<file path="src/rtl/mdio_mgmt_ctrl.sv">
// Clause 22 MDIO master: divides clk into MDC and serialises one read/write register frame per request.
// Outputs are registered; read data and turnaround error return with a one-cycle done pulse.
module mdio_mgmt_ctrl #(
    parameter int CLK_DIV = 50,
    parameter int PRE_LEN = 32
) (
    input  logic        clk,
    input  logic        I_rst_n,
    input  logic        I_req,
    input  logic        I_wr,
    input  logic [4:0]  I_phy_addr,
    input  logic [4:0]  I_reg_addr,
    input  logic [15:0] I_wdata,
    output logic        O_busy,
    output logic        O_done,
    output logic [15:0] O_rdata,
    output logic        O_rd_err,
    output logic        O_phy_mdc,
    output logic        O_mdio_out,
    output logic        O_mdio_oe,
    input  logic        I_mdio_in
);
    localparam int DW      = $clog2(2 * CLK_DIV);
    localparam int CNT_MAX = (PRE_LEN > 16) ? PRE_LEN : 16;
    localparam int CW      = $clog2(CNT_MAX + 1);

    localparam logic [DW-1:0] DIV_LAST = DW'(2 * CLK_DIV - 1);
    localparam logic [DW-1:0] DIV_HALF = DW'(CLK_DIV);
    localparam logic [CW-1:0] PRE_LAST = CW'((PRE_LEN > 0) ? PRE_LEN - 1 : 0);

    localparam logic [2:0] S_IDLE = 3'd0;
    localparam logic [2:0] S_PRE  = 3'd1;
    localparam logic [2:0] S_HDR  = 3'd2;
    localparam logic [2:0] S_TA   = 3'd3;
    localparam logic [2:0] S_DATA = 3'd4;
    localparam logic [2:0] S_END  = 3'd5;

    logic [2:0]    state_q, state_d, state_nxt;
    logic [DW-1:0] div_q, div_d;
    logic [CW-1:0] cnt_q, cnt_d, cnt_last;
    logic          wr_q, wr_d;
    logic [4:0]    phy_q, phy_d, reg_q, reg_d;
    logic [15:0]   wdata_q, wdata_d, rx_q, rx_d, rdata_q, rdata_d;
    logic          busy_q, busy_d, done_q, done_d, rd_err_q, rd_err_d;
    logic          mdc_q, mdc_d, mdio_out_q, mdio_out_d, mdio_oe_q, mdio_oe_d;
    logic [13:0]   hdr;

    always_comb begin
        state_d  = state_q;
        div_d    = div_q;
        cnt_d    = cnt_q;
        wr_d     = wr_q;
        phy_d    = phy_q;
        reg_d    = reg_q;
        wdata_d  = wdata_q;
        rx_d     = rx_q;
        rdata_d  = rdata_q;
        busy_d   = busy_q;
        done_d   = 1'b0;
        rd_err_d = rd_err_q;

        cnt_last  = '0;
        state_nxt = S_IDLE;
        case (state_q)
            S_PRE:   begin cnt_last = PRE_LAST;  state_nxt = S_HDR;  end
            S_HDR:   begin cnt_last = CW'(13);   state_nxt = S_TA;   end
            S_TA:    begin cnt_last = CW'(1);    state_nxt = S_DATA; end
            S_DATA:  begin cnt_last = CW'(15);   state_nxt = S_END;  end
            default: begin cnt_last = '0;        state_nxt = S_IDLE; end
        endcase

        if (state_q == S_IDLE) begin
            if (I_req) begin
                wr_d     = I_wr;
                phy_d    = I_phy_addr;
                reg_d    = I_reg_addr;
                wdata_d  = I_wdata;
                rd_err_d = 1'b0;
                busy_d   = 1'b1;
                div_d    = '0;
                cnt_d    = '0;
                state_d  = (PRE_LEN > 0) ? S_PRE : S_HDR;
            end
        end else begin
            div_d = (div_q == DIV_LAST) ? '0 : div_q + 1'b1;
            // Input is sampled on the last high-phase cycle, just before MDC falls.
            if (div_q == DIV_LAST) begin
                if (!wr_q && state_q == S_TA && cnt_q == CW'(1)) rd_err_d = I_mdio_in;
                if (!wr_q && state_q == S_DATA) rx_d = {rx_q[14:0], I_mdio_in};
                if (cnt_q == cnt_last) begin
                    state_d = state_nxt;
                    cnt_d   = '0;
                    if (state_q == S_END) begin
                        busy_d = 1'b0;
                        done_d = 1'b1;
                        if (!wr_q) rdata_d = rx_q;
                    end
                end else begin
                    cnt_d = cnt_q + 1'b1;
                end
            end
        end
    end

    // Pin values are derived from the next state so they change with MDC's falling edge.
    always_comb begin
        hdr        = {2'b01, (wr_d ? 2'b01 : 2'b10), phy_d, reg_d};
        mdio_out_d = 1'b0;
        mdio_oe_d  = 1'b0;
        mdc_d      = (state_d != S_IDLE) && (div_d >= DIV_HALF);
        case (state_d)
            S_PRE:  begin mdio_out_d = 1'b1; mdio_oe_d = 1'b1; end
            S_HDR:  begin mdio_out_d = hdr[4'd13 - cnt_d[3:0]]; mdio_oe_d = 1'b1; end
            S_TA:   begin mdio_out_d = wr_d && (cnt_d == '0); mdio_oe_d = wr_d; end
            S_DATA: begin mdio_out_d = wr_d && wdata_d[4'd15 - cnt_d[3:0]]; mdio_oe_d = wr_d; end
            default: begin mdio_out_d = 1'b0; mdio_oe_d = 1'b0; end
        endcase
    end

    always_ff @(posedge clk or negedge I_rst_n) begin
        if (!I_rst_n) begin
            state_q    <= S_IDLE;
            div_q      <= '0;
            cnt_q      <= '0;
            wr_q       <= 1'b0;
            phy_q      <= '0;
            reg_q      <= '0;
            wdata_q    <= '0;
            rx_q       <= '0;
            rdata_q    <= '0;
            busy_q     <= 1'b0;
            done_q     <= 1'b0;
            rd_err_q   <= 1'b0;
            mdc_q      <= 1'b0;
            mdio_out_q <= 1'b0;
            mdio_oe_q  <= 1'b0;
        end else begin
            state_q    <= state_d;
            div_q      <= div_d;
            cnt_q      <= cnt_d;
            wr_q       <= wr_d;
            phy_q      <= phy_d;
            reg_q      <= reg_d;
            wdata_q    <= wdata_d;
            rx_q       <= rx_d;
            rdata_q    <= rdata_d;
            busy_q     <= busy_d;
            done_q     <= done_d;
            rd_err_q   <= rd_err_d;
            mdc_q      <= mdc_d;
            mdio_out_q <= mdio_out_d;
            mdio_oe_q  <= mdio_oe_d;
        end
    end

    assign O_busy     = busy_q;
    assign O_done     = done_q;
    assign O_rdata    = rdata_q;
    assign O_rd_err   = rd_err_q;
    assign O_phy_mdc  = mdc_q;
    assign O_mdio_out = mdio_out_q;
    assign O_mdio_oe  = mdio_oe_q;
endmodule
</file>
<file path="config.mk">
export PLATFORM = sky130hd
export DESIGN_NAME = mdio_mgmt_ctrl
export DESIGN_NICKNAME = d
export VERILOG_FILES = /design/src/rtl/mdio_mgmt_ctrl.sv
export SDC_FILE = /design/constraint.sdc
export NUM_CORES = 1
export LEC_CHECK = 0
export CORE_ASPECT_RATIO = 1.75
export CORE_MARGIN = 2
export CORE_UTILIZATION = 45
export CTS_CLUSTER_SIZE = 20
export DETAILED_ROUTE_END_ITERATION = 8
export PLACE_DENSITY_LB_ADDON = 0.15
export SYNTH_ARGS = -nofsm -noshare
export SYNTH_HDL_FRONTEND = slang
export SYNTH_SLANG_ARGS = --single-unit
</file>
<file path="constraint.sdc">
create_clock -name clk -period 10 [get_ports clk]
set_input_delay 2.5 -clock clk [delete_from_list [all_inputs] [get_ports clk]]
set_output_delay 2.5 -clock clk [all_outputs]
set_load 0.01 [all_outputs]
</file>
==> flow_summary.toml <==
[run_status]
status = "completed"

[grt]
busiest_layer = "met2"
grt_use_total_pct = 19.8
grt_pass1_vias = 3091
grt_max_degree = 82
antenna_found_initial = 0
grt_pass1_wl_mm = 15.3
use_met2_pct = 37.0
grtUsageMet1_pct = 21.1
met3_usage_pct = 3.50
grt_remaining_overflow = 0

[cells_and_area]
final_area_um2 = 5030
antenna_cells = 0
nets = 432
drive_gt1_share_pct = 25.1
num-fill-cells = 800
synthToLayoutAreaGrowth_pct = 22.0

[critical_path]
required_ps = 10210
rr_worst_depth = 15
cp-start-kind = "input port"
crit_fanout = 10
arrival_ps = 5650
worstSetupPathType = "input port to register"
worstSetupEndpointType = "register"

[sta]
min_period_ps = 5440
drv_slew = 0
period_share_pct = 54.4
setup_ws_ps = 4560
hold_viol = 0
tightestPinTransition_ps = 1010
fin_skew_ps = 5.59
timing.slew.headroom_pct = 32.7
grt_setup_unrepaired = "no"
fmax_mhz = 184
setup_viol = 0
fin_tns_setup_ps = 0

[cts]
cts.reportedPaths.clkPinSlew_ps = 60
post_cts_buffers = 0
cts_buffers = 9
clkSinkCount = 81
clockBufferDepth = 2
insertion_delay_ps = 340
ctsResizeCount = 0
htreeDepth = 3
ctsHoldBuffers = 0
cts_tree = "built"
cts_root_buf = "clkbuf_16"

[route]
wirelength_mm = 9.31
via_per_inst = 5.76
vias = 3006
drc_errors = 0
ant_nets = 0
wire_per_inst_um = 17.8
drt_iter0_drc = 124
firstDrtPassIters = 5

[logic_synthesis]
ys_seq_area_share_pct = 49.1
syn-instance-count = 349
synth_top_area_share_pct = 49.1
async_flop_share_pct = 100
synth_edf_count = 0
yosysUniqueCellTypes = 65
synth-warning-count = 0
syn-cell-area_um2 = 4130
syn_nets = 384
yosysTopAreaCell = "dfrtp_1"
yosys-top-cells-count = "81 x dfrtp_1, 61 x mux2_2, 18 x nand2_1"
synth_area_leaders = "dfrtp_1 49%, mux2_2 17%, o211ai_1 2.4%, mux2i_1 1.7%, nand2_1 1.6%"
ys.flop_type = "dfrtp_1"
synth.most_common_cell = "dfrtp_1"
ys_ff_latch = 81
syn_area_per_cell_um2 = 11.8

[floorplanning]
pin_count = 53
fp.dieW_um = 76.4
fp-row-count = 46
initial_core_util_pct = 45.9
core_um2 = 8980
die_h_um = 131
die_area_um2 = 9980

[hold_path]
whs_path_depth = 2
hold_class = "register to register"

[power_and_ir_drop]
power_density_nw_per_um2 = 185
p_total_uw = 932
p_leak_nw = 2.15
vdd_drop_max_mv = 0.107

[placed_design]
place_congestion = 0.862
post-dp-hpwl_mm = 6.78
post-place-ws_ps = 4280
portBuffers = 52
place_area_um2 = 4720

[run]
max_cap_violations = 0
-- layout make-up --
| type | instances | area [um^2] | share of cell area, % |
|---|---|---|---|
| Clock buffer | 11 | 253 | 5.02 |
| Inverter | 11 | 41.3 | 0.820 |
| Timing Repair Buffer | 56 | 548 | 10.9 |
| Multi-Input combinational cell | 238 | 1950 | 38.8 |
| Tap cell | 120 | 150 | 2.98 |
| Clock inverter | 5 | 61.3 | 1.22 |
| Sequential cell | 81 | 2030 | 40.3 |
-- worst max-delay path: stages --
cell	delay [ps]
clkdlybuf4s50_1	550
nor2_1	580
and2_1	270
a211oi_2	70
inv_2	120
ha_1	290
or3b_2	160
a21oi_1	60
a31oi_1	160
o311ai_0	130
a311oi_1	350
o2111ai_1	200
o211ai_2	110
o211ai_2	90
-- state kept, by name (all words and copies together), names as in the netlist --
signal and flops:
O_rdata 16, rx_q 16, wdata_q 16, div_q 7, cnt_q 6, phy_q 5, reg_q 5, state_q 3
O_busy 1, O_done 1, O_mdio_oe 1, O_mdio_out 1, O_phy_mdc 1, O_rd_err 1, wr_q 1
-- cell usage in the layout (no fill, tap or decap), types with 2 or more instances in the layout --
master / n
xnor2_1: 3
xor2_1: 3
or3_1: 3
inv_2: 2
o21ai_0: 11
o211ai_2: 2
a211oi_2: 2
nor2_1: 12
clkdlybuf4s50_1: 51
buf_4: 5
a21oi_1: 7
ha_1: 4
nand4_1: 2
inv_1: 9
a31oi_1: 6
a32o_1: 2
a32oi_1: 4
o31ai_1: 2
nand3_1: 11
clkbuf_8: 2
a21o_1: 3
nand2b_1: 5
clkinv_4: 2
mux2i_1: 7
a211oi_1: 2
nand3b_1: 3
nand2_1: 18
mux2_2: 61
nor3_1: 3
nor2b_1: 4
nor4_1: 2
and2_1: 6
o211ai_1: 13
clkbuf_16: 9
dfrtp_1: 81
and3_1: 4
nor3b_1: 3
-- layer usage --
metal	share of wire, %	vias up
li1	-	1396
met1	37	1485
met2	55	96
met3	4.0	29
met4	4.0	0
met5	0	-
-- path summary, 6_finish.rpt --
kind / startpoint / to / slack (ps)
min: wdata_q[0] / wdata_q[0] / 490
min reg2reg: wdata_q[0] / wdata_q[0] / 490
max: I_req / O_mdio_out / 4560
max reg2reg: state_q[0] / O_mdio_out / 5620
max in group asynchronous: I_rst_n / O_rd_err / 7020
min in group asynchronous: I_rst_n / O_rdata[14] / 2330
-- where the power goes --
| group | internal, mW | switching (mW) | leakage [nW] | total (mW) |
|---|---|---|---|---|
| combinational | 0.0892 | 0.107 | 0.938 | 0.196 |
| sequential | 0.361 | 0.0338 | 1.05 | 0.395 |
| clock | 0.208 | 0.133 | 0.156 | 0.341 |
-- logic make-up after synthesis --
family                   count (synthesis)  share of synthesized area (%)
XOR/XNOR                                 6                           1.27
AO/OA/AOI/OAI                           72                           14.0
flip-flops                              81                           49.1
multiplexers                            70                           19.2
AND/OR/NAND/NOR                         86                           11.6
buffers and inverters                   30                           3.64
adder cells (fa/ha/maj)                  4                           1.21
-- stage by stage --
step	hold WS, ps	instances	util (%)
final	485	522	56.1
after global routing	497	522	56.1
after CTS	486	522	56.1
after detailed placement	472	506	52.6
after global placement	466	506	52.6
after floorplan	447	349	-
Power figures use the tool's default switching activity.
